[config.mk]
export PLATFORM = sky130hd
export DESIGN_NAME = apb_reg_slave
export DESIGN_NICKNAME = d
export VERILOG_FILES = /design/src/rtl/apb_slave_pkg.sv /design/src/rtl/apb_slave_regbank.sv /design/src/rtl/apb_reg_slave.sv
export SDC_FILE = /design/constraint.sdc
export NUM_CORES = 1
export LEC_CHECK = 0
export CORE_MARGIN = 1
export CORE_UTILIZATION = 57
export CTS_CLUSTER_SIZE = 12
export DETAILED_ROUTE_END_ITERATION = 10
export PLACE_DENSITY = 0.79
export SETUP_SLACK_MARGIN = 0.2
export SYNTH_ARGS = -nofsm -noshare
export SYNTH_HDL_FRONTEND = slang
export SYNTH_SLANG_ARGS = --single-unit
[constraint.sdc]
create_clock -name clk -period 6.25 [get_ports clk]
set_clock_uncertainty 0.2 [all_clocks]
set_input_delay 1.875 -clock clk [delete_from_list [all_inputs] [get_ports clk]]
set_output_delay 1.875 -clock clk [all_outputs]
set_load 0.05 [all_outputs]
[src/rtl/apb_slave_pkg.sv]
// Shared types and constants for the APB register slave: FSM states,
// register byte offsets and the fixed ID value.
package apb_slave_pkg;

    typedef enum logic {
        IDLE   = 1'b0,
        ACCESS = 1'b1
    } state_t;

    localparam logic [5:0] OFF_ID        = 6'h00;
    localparam logic [5:0] OFF_CTRL      = 6'h04;
    localparam logic [5:0] OFF_STATUS    = 6'h08;
    localparam logic [5:0] OFF_TRANS_CNT = 6'h0C;
    localparam logic [5:0] OFF_SCRATCH0  = 6'h10;

    localparam logic [3:0] IDX_ID        = OFF_ID[5:2];
    localparam logic [3:0] IDX_CTRL      = OFF_CTRL[5:2];
    localparam logic [3:0] IDX_STATUS    = OFF_STATUS[5:2];
    localparam logic [3:0] IDX_TRANS_CNT = OFF_TRANS_CNT[5:2];
    localparam logic [3:0] IDX_SCRATCH0  = OFF_SCRATCH0[5:2];

    localparam int          NUM_SCRATCH = 12;
    localparam int          STATUS_W    = 8;
    localparam logic [31:0] ID_VALUE    = 32'hA5B0_0001;

endpackage

[src/rtl/apb_slave_regbank.sv]
// Register storage for the APB slave: RO ID/TRANS_CNT, RW CTRL/SCRATCH,
// W1C STATUS with event set, and the registered interrupt output.
module apb_slave_regbank
    import apb_slave_pkg::*;
#(
    parameter int DATA_WIDTH = 32
) (
    input  logic                  clk,
    input  logic                  rst,
    input  logic                  i_wr_en,
    input  logic [3:0]            i_idx,
    input  logic [DATA_WIDTH-1:0] i_wdata,
    input  logic                  i_done,
    input  logic [STATUS_W-1:0]   i_irq_src,
    output logic [DATA_WIDTH-1:0] o_rdata,
    output logic                  o_irq
);

    logic [DATA_WIDTH-1:0] r_ctrl;
    logic [DATA_WIDTH-1:0] r_trans_cnt;
    logic [STATUS_W-1:0]   r_status;
    logic [DATA_WIDTH-1:0] r_scratch [NUM_SCRATCH];
    logic                  r_irq;

    logic                  w_wr_ctrl;
    logic                  w_wr_status;
    logic [STATUS_W-1:0]   w_clr;

    assign w_wr_ctrl   = i_wr_en && (i_idx == IDX_CTRL);
    assign w_wr_status = i_wr_en && (i_idx == IDX_STATUS);
    assign w_clr       = w_wr_status ? i_wdata[STATUS_W-1:0] : '0;
    assign o_irq       = r_irq;

    always_ff @(posedge clk) begin
        if (rst) begin
            r_ctrl      <= '0;
            r_trans_cnt <= '0;
            r_status    <= '0;
            r_irq       <= 1'b0;
            for (int i = 0; i < NUM_SCRATCH; i++) r_scratch[i] <= '0;
        end else begin
            if (w_wr_ctrl) r_ctrl <= i_wdata;
            // OR-ing new events after the clear lets a coincident set win
            r_status <= (r_status & ~w_clr) | i_irq_src;
            if (i_done) r_trans_cnt <= r_trans_cnt + DATA_WIDTH'(1);
            for (int i = 0; i < NUM_SCRATCH; i++) begin
                if (i_wr_en && (int'(i_idx) == int'(IDX_SCRATCH0) + i)) r_scratch[i] <= i_wdata;
            end
            r_irq <= |(r_status & r_ctrl[STATUS_W-1:0]);
        end
    end

    always_comb begin
        o_rdata = '0;
        case (i_idx)
            IDX_ID:        o_rdata = DATA_WIDTH'(ID_VALUE);
            IDX_CTRL:      o_rdata = r_ctrl;
            IDX_STATUS:    o_rdata = DATA_WIDTH'(r_status);
            IDX_TRANS_CNT: o_rdata = r_trans_cnt;
            default:       o_rdata = r_scratch[4'(i_idx - IDX_SCRATCH0)];
        endcase
    end

endmodule

[src/rtl/apb_reg_slave.sv]
// APB slave with programmable wait states: setup/access FSM, wait counter
// and address decode in front of the register bank.
module apb_reg_slave
    import apb_slave_pkg::*;
#(
    parameter int ADDR_WIDTH  = 32,
    parameter int DATA_WIDTH  = 32,
    parameter int WAIT_CYCLES = 2
) (
    input  logic                  clk,
    input  logic                  rst,
    input  logic                  psel_i,
    input  logic                  penable_i,
    input  logic                  pwrite_i,
    input  logic [ADDR_WIDTH-1:0] paddr_i,
    input  logic [DATA_WIDTH-1:0] pwdata_i,
    output logic [DATA_WIDTH-1:0] prdata_o,
    output logic                  pready_o,
    output logic                  pslverr_o,
    input  logic [STATUS_W-1:0]   irq_src_i,
    output logic                  irq_o
);

    state_t                r_state, w_state_nxt;
    logic [3:0]            r_cnt, w_cnt_nxt;
    logic                  r_write;
    logic                  r_err;
    logic [3:0]            r_idx;
    logic [DATA_WIDTH-1:0] r_wdata;

    logic                  w_setup;
    logic [3:0]            w_idx;
    logic                  w_err;
    logic [DATA_WIDTH-1:0] w_rdata;

    assign w_setup = psel_i & ~penable_i;
    assign w_idx   = paddr_i[5:2];
    // Decoded at setup so the error flag is stable through the wait states
    assign w_err   = (paddr_i[1:0] != 2'b00)
                   | (paddr_i[ADDR_WIDTH-1:6] != '0)
                   | (pwrite_i & ((w_idx == IDX_ID) | (w_idx == IDX_TRANS_CNT)));

    assign pready_o  = (r_state == ACCESS) & (r_cnt == 4'd0) & psel_i & penable_i;
    assign pslverr_o = pready_o & r_err;
    assign prdata_o  = (pready_o & ~r_write & ~r_err) ? w_rdata : '0;

    always_ff @(posedge clk) begin
        if (rst) begin
            r_state <= IDLE;
            r_cnt   <= 4'd0;
            r_write <= 1'b0;
            r_err   <= 1'b0;
            r_idx   <= 4'd0;
            r_wdata <= '0;
        end else begin
            r_state <= w_state_nxt;
            r_cnt   <= w_cnt_nxt;
            if ((r_state == IDLE) && w_setup) begin
                r_write <= pwrite_i;
                r_err   <= w_err;
                r_idx   <= w_idx;
                r_wdata <= pwdata_i;
            end
        end
    end

    always_comb begin
        w_state_nxt = r_state;
        w_cnt_nxt   = r_cnt;
        case (r_state)
            IDLE: begin
                if (w_setup) begin
                    w_state_nxt = ACCESS;
                    w_cnt_nxt   = 4'(WAIT_CYCLES);
                end
            end
            ACCESS: begin
                if (!psel_i || pready_o) w_state_nxt = IDLE;
                else if (r_cnt != 4'd0)  w_cnt_nxt   = r_cnt - 4'd1;
            end
            default: w_state_nxt = IDLE;
        endcase
    end

    apb_slave_regbank #(
        .DATA_WIDTH(DATA_WIDTH)
    ) u_regbank (
        .clk       (clk),
        .rst       (rst),
        .i_wr_en   (pready_o & r_write & ~r_err),
        .i_idx     (r_idx),
        .i_wdata   (r_wdata),
        .i_done    (pready_o),
        .i_irq_src (irq_src_i),
        .o_rdata   (w_rdata),
        .o_irq     (irq_o)
    );

endmodule

==> results.cfg <==
[run_status]
status = complete, no violations

[timing]
final_min_period_over_clock_period_pct = 96.1
whs_ps = 251
maxSlewViolCount = 0
setup-tns-final_ps = 0
setup_viol = 0
clock.fmax_mhz = 167
worst_pin_slew_ps = 1260
rsz0062_at_grt = no
min_period_ps = 6000
final-hold-violation-count = 0
slew_headroom_pct = 16.1

[synthesis]
synth_cell_types = 52
synth_ff_type = edfxtp_1
synth-async-reset-ratio_pct = 0
synth-seq-cells = 500
synth_nets = 1864
synthCells = 1781
syn_avg_cell_area_um2 = 12.2
synth_edf_count = 384
syn_area_um2 = 21700
synth-seq-area-share_pct = 63.8
synth-warning-count = 0

[critical_path]
crit_type = input pin to primary output
critPathSlowestCell = clkdlybuf4s50_1
arrival_ps = 3930
max_stage_delay_ps = 550
crit_path_end_kind = primary output
crit_path_max_fanout = 14
r2r_cells = 7
crit_required_ps = 4180
path_cells = clkdlybuf4s50_1, and3_1, nand3_2, or2_2, buf_4, nor2_1, a211o_1, buf_12
cp-start-kind = input pin

[global_route]
antenna_found_initial = 0
grt_pass1_vias = 14600
grt_max_degree = 78
grt_pass1_wl_um = 84400
grtUsageTotal_pct = 28.9
grt_overflow_total = 0

[drt]
drt_iter0_markers = 2000
drc = 0
viasPerCell = 6.29
drtPass1Iterations = 6
antenna_left = 0
route.vias.total = 15000
detail_route.wl_per_cell_um = 23.7
wirelength_um = 56500

[floorplan]
row_count = 71
start_util_pct = 57.8
ios = 112
dieHeight_um = 197
dieArea_um2 = 38900
core-area_um2 = 37600
die_w_um = 197

[clock_network]
numClockSinks = 500
path_clk_slew_ps = 60
cts_buffer_depth = 3
cts_buffers = 50
clk_latency_ps = 570
cts_tree = done
root_buffer = clkbuf_16
htreeDepth = 2

[layout]
fillCellCount = 2553
synthToLayoutAreaGrowth_pct = 15.9
insertedDiodeCount = 0
final_core_util_pct = 67.0
final_nets = 1932
drive_gt1_share_pct = 15.1

[placement]
io_buffer_count = 111
globalplace.congestion = 0.858
hpwlAfterDp_um = 34200

[flow_run]
drv_cap = 0

[worst_hold_path]
min_path_cells = 2
hold_class = register to register

[pwr]
leakage_nw = 8.39
vdd_ir_drop_max_mv = 0.209
power-per-cell-area_nw_per_um2 = 272
[layout make-up]
cell class / instances / area [µm²] / area share (%)
clock buffers: 67 / 1350 / 5.35
flip-flops and latches: 500 / 13900 / 55.1
multi-input cells: 1083 / 7210 / 28.7
well taps: 511 / 639 / 2.54
repair buffers: 160 / 1840 / 7.30
clock inverters: 12 / 72.6 / 0.288
inverters: 54 / 203 / 0.805
[routing by layer]
| layer | GRT usage [%] | wire, µm | vias to the layer above |
|---|---|---|---|
| met3 | 4.90 | 6300 | 139 |
| met1 | 39.3 | 21100 | 7373 |
| met2 | 47.1 | 27200 | 1036 |
| met4 | 10.7 | 1850 | 0 |
| met5 | 0 | 0 | - |
| li1 | - | - | 6455 |
[synth_stat cells (5+ instances only)]
master,number,share of area [%]
nor2b_1,5,0.14
clkbuf_1,117,2.0
a211o_1,5,0.20
mux4_2,82,8.5
o22ai_1,7,0.20
buf_2,20,0.46
buf_1,7,0.12
o21ai_0,18,0.41
or3_1,6,0.17
a21oi_1,91,2.1
xnor2_1,24,0.97
nand3_1,10,0.23
o2bb2ai_1,5,0.20
edfxtp_1,384,53
mux2_2,22,1.1
a2111oi_0,14,0.56
a22oi_1,11,0.38
and3_1,7,0.20
inv_1,53,0.92
nand4_1,9,0.26
mux2i_1,56,2.6
ha_1,6,0.35
nor4_1,17,0.49
dfxtp_1,116,11
a221oi_1,7,0.28
o221ai_1,12,0.48
nand2_1,201,3.5
nand2b_1,45,1.3
nor3_1,15,0.35
nor2_1,377,6.5
[kinds of logic after synthesis]
group	count (synthesis)	synth area share, %
flip-flops	500	63.8
multiplexers	160	12.2
AO/OA/AOI/OAI	178	5.14
adder cells (fa/ha/maj)	6	0.346
buffers and inverters	198	3.54
XOR/XNOR	28	1.13
AND/OR/NAND/NOR	711	13.9
[power by group]
group          switching (mW)  internal, mW  total [mW]  leakage [nW]
Sequential             0.0533          3.68        3.73          4.92
Clock                    1.20          1.50        2.69         0.693
Combinational           0.247         0.169       0.416          2.78
Total                    1.50          5.34        6.84          8.39
[worst paths after layout]
| path | slack [ps] | start | end |
|---|---|---|---|
| max | 250 | penable_i | prdata_o[25] |
| min | 250 | u_regbank.r_ctrl[29]$_SDFFE_PP0P_ | u_regbank.r_ctrl[29]$_SDFFE_PP0P_ |
| max reg2reg | 2500 | r_idx[3]$_SDFFE_PP0P_ | u_regbank.r_ctrl[24]$_SDFFE_PP0P_ |
| min reg2reg | 250 | u_regbank.r_ctrl[29]$_SDFFE_PP0P_ | u_regbank.r_ctrl[29]$_SDFFE_PP0P_ |
[critical path, delay by kind of cell]
kind,cells,cell delay [ps]
AND/OR/NAND/NOR,4,950
AO/OA/AOI/OAI,1,170
buffers and inverters,3,930
[state kept, by name (all words and copies together) (netlist names)]
register               cells
u_regbank.r_status         8
u_regbank.r_trans_cnt     32
r_cnt                      4
r_write                    1
u_regbank.r_ctrl          32
u_regbank.r_scratch      384
r_state                    1
u_regbank.o_irq            1
r_wdata                   32
r_idx                      4
r_err                      1
[per-stage QoR]
step / area (µm²) / setup WS, ps / instances / total power, mW
6_report: 25200 / 246 / 2387 / 6.84
5_1_grt: 25200 / 180 / 2387 / 6.99
4_1_cts: 25100 / 238 / 2385 / 6.84
3_5_place_dp: 23700 / 253 / 2306 / 4.20
3_3_place_gp: 23700 / 272 / 2306 / 4.19
2_1_floorplan: 21800 / -273 / 1781 / 4.03
[what timing repair did]
action                     4_1_cts  5_1_grt
resized for setup                0        1
buffers inserted                 0        1
hold buffers                     0        0
setup endpoints to repair        0        4
[cell usage in the layout (no fill, tap or decap), types with 11 or more instances in the layout]
cell               n
a22oi_1           11
o21ai_0           18
nand2_1          201
nand2b_1          35
nor3_1            15
nor2_1           376
buf_4             48
clkbuf_16         52
clkdlybuf4s50_1   77
a21oi_1           91
mux4_2            82
xnor2_1           24
clkbuf_1          15
buf_12            34
nor4_1            17
inv_1             53
edfxtp_1         384
dfxtp_1          113
mux2i_1           56
mux2_2            22
No activity file was read; power rests on OpenSTA's default activity.
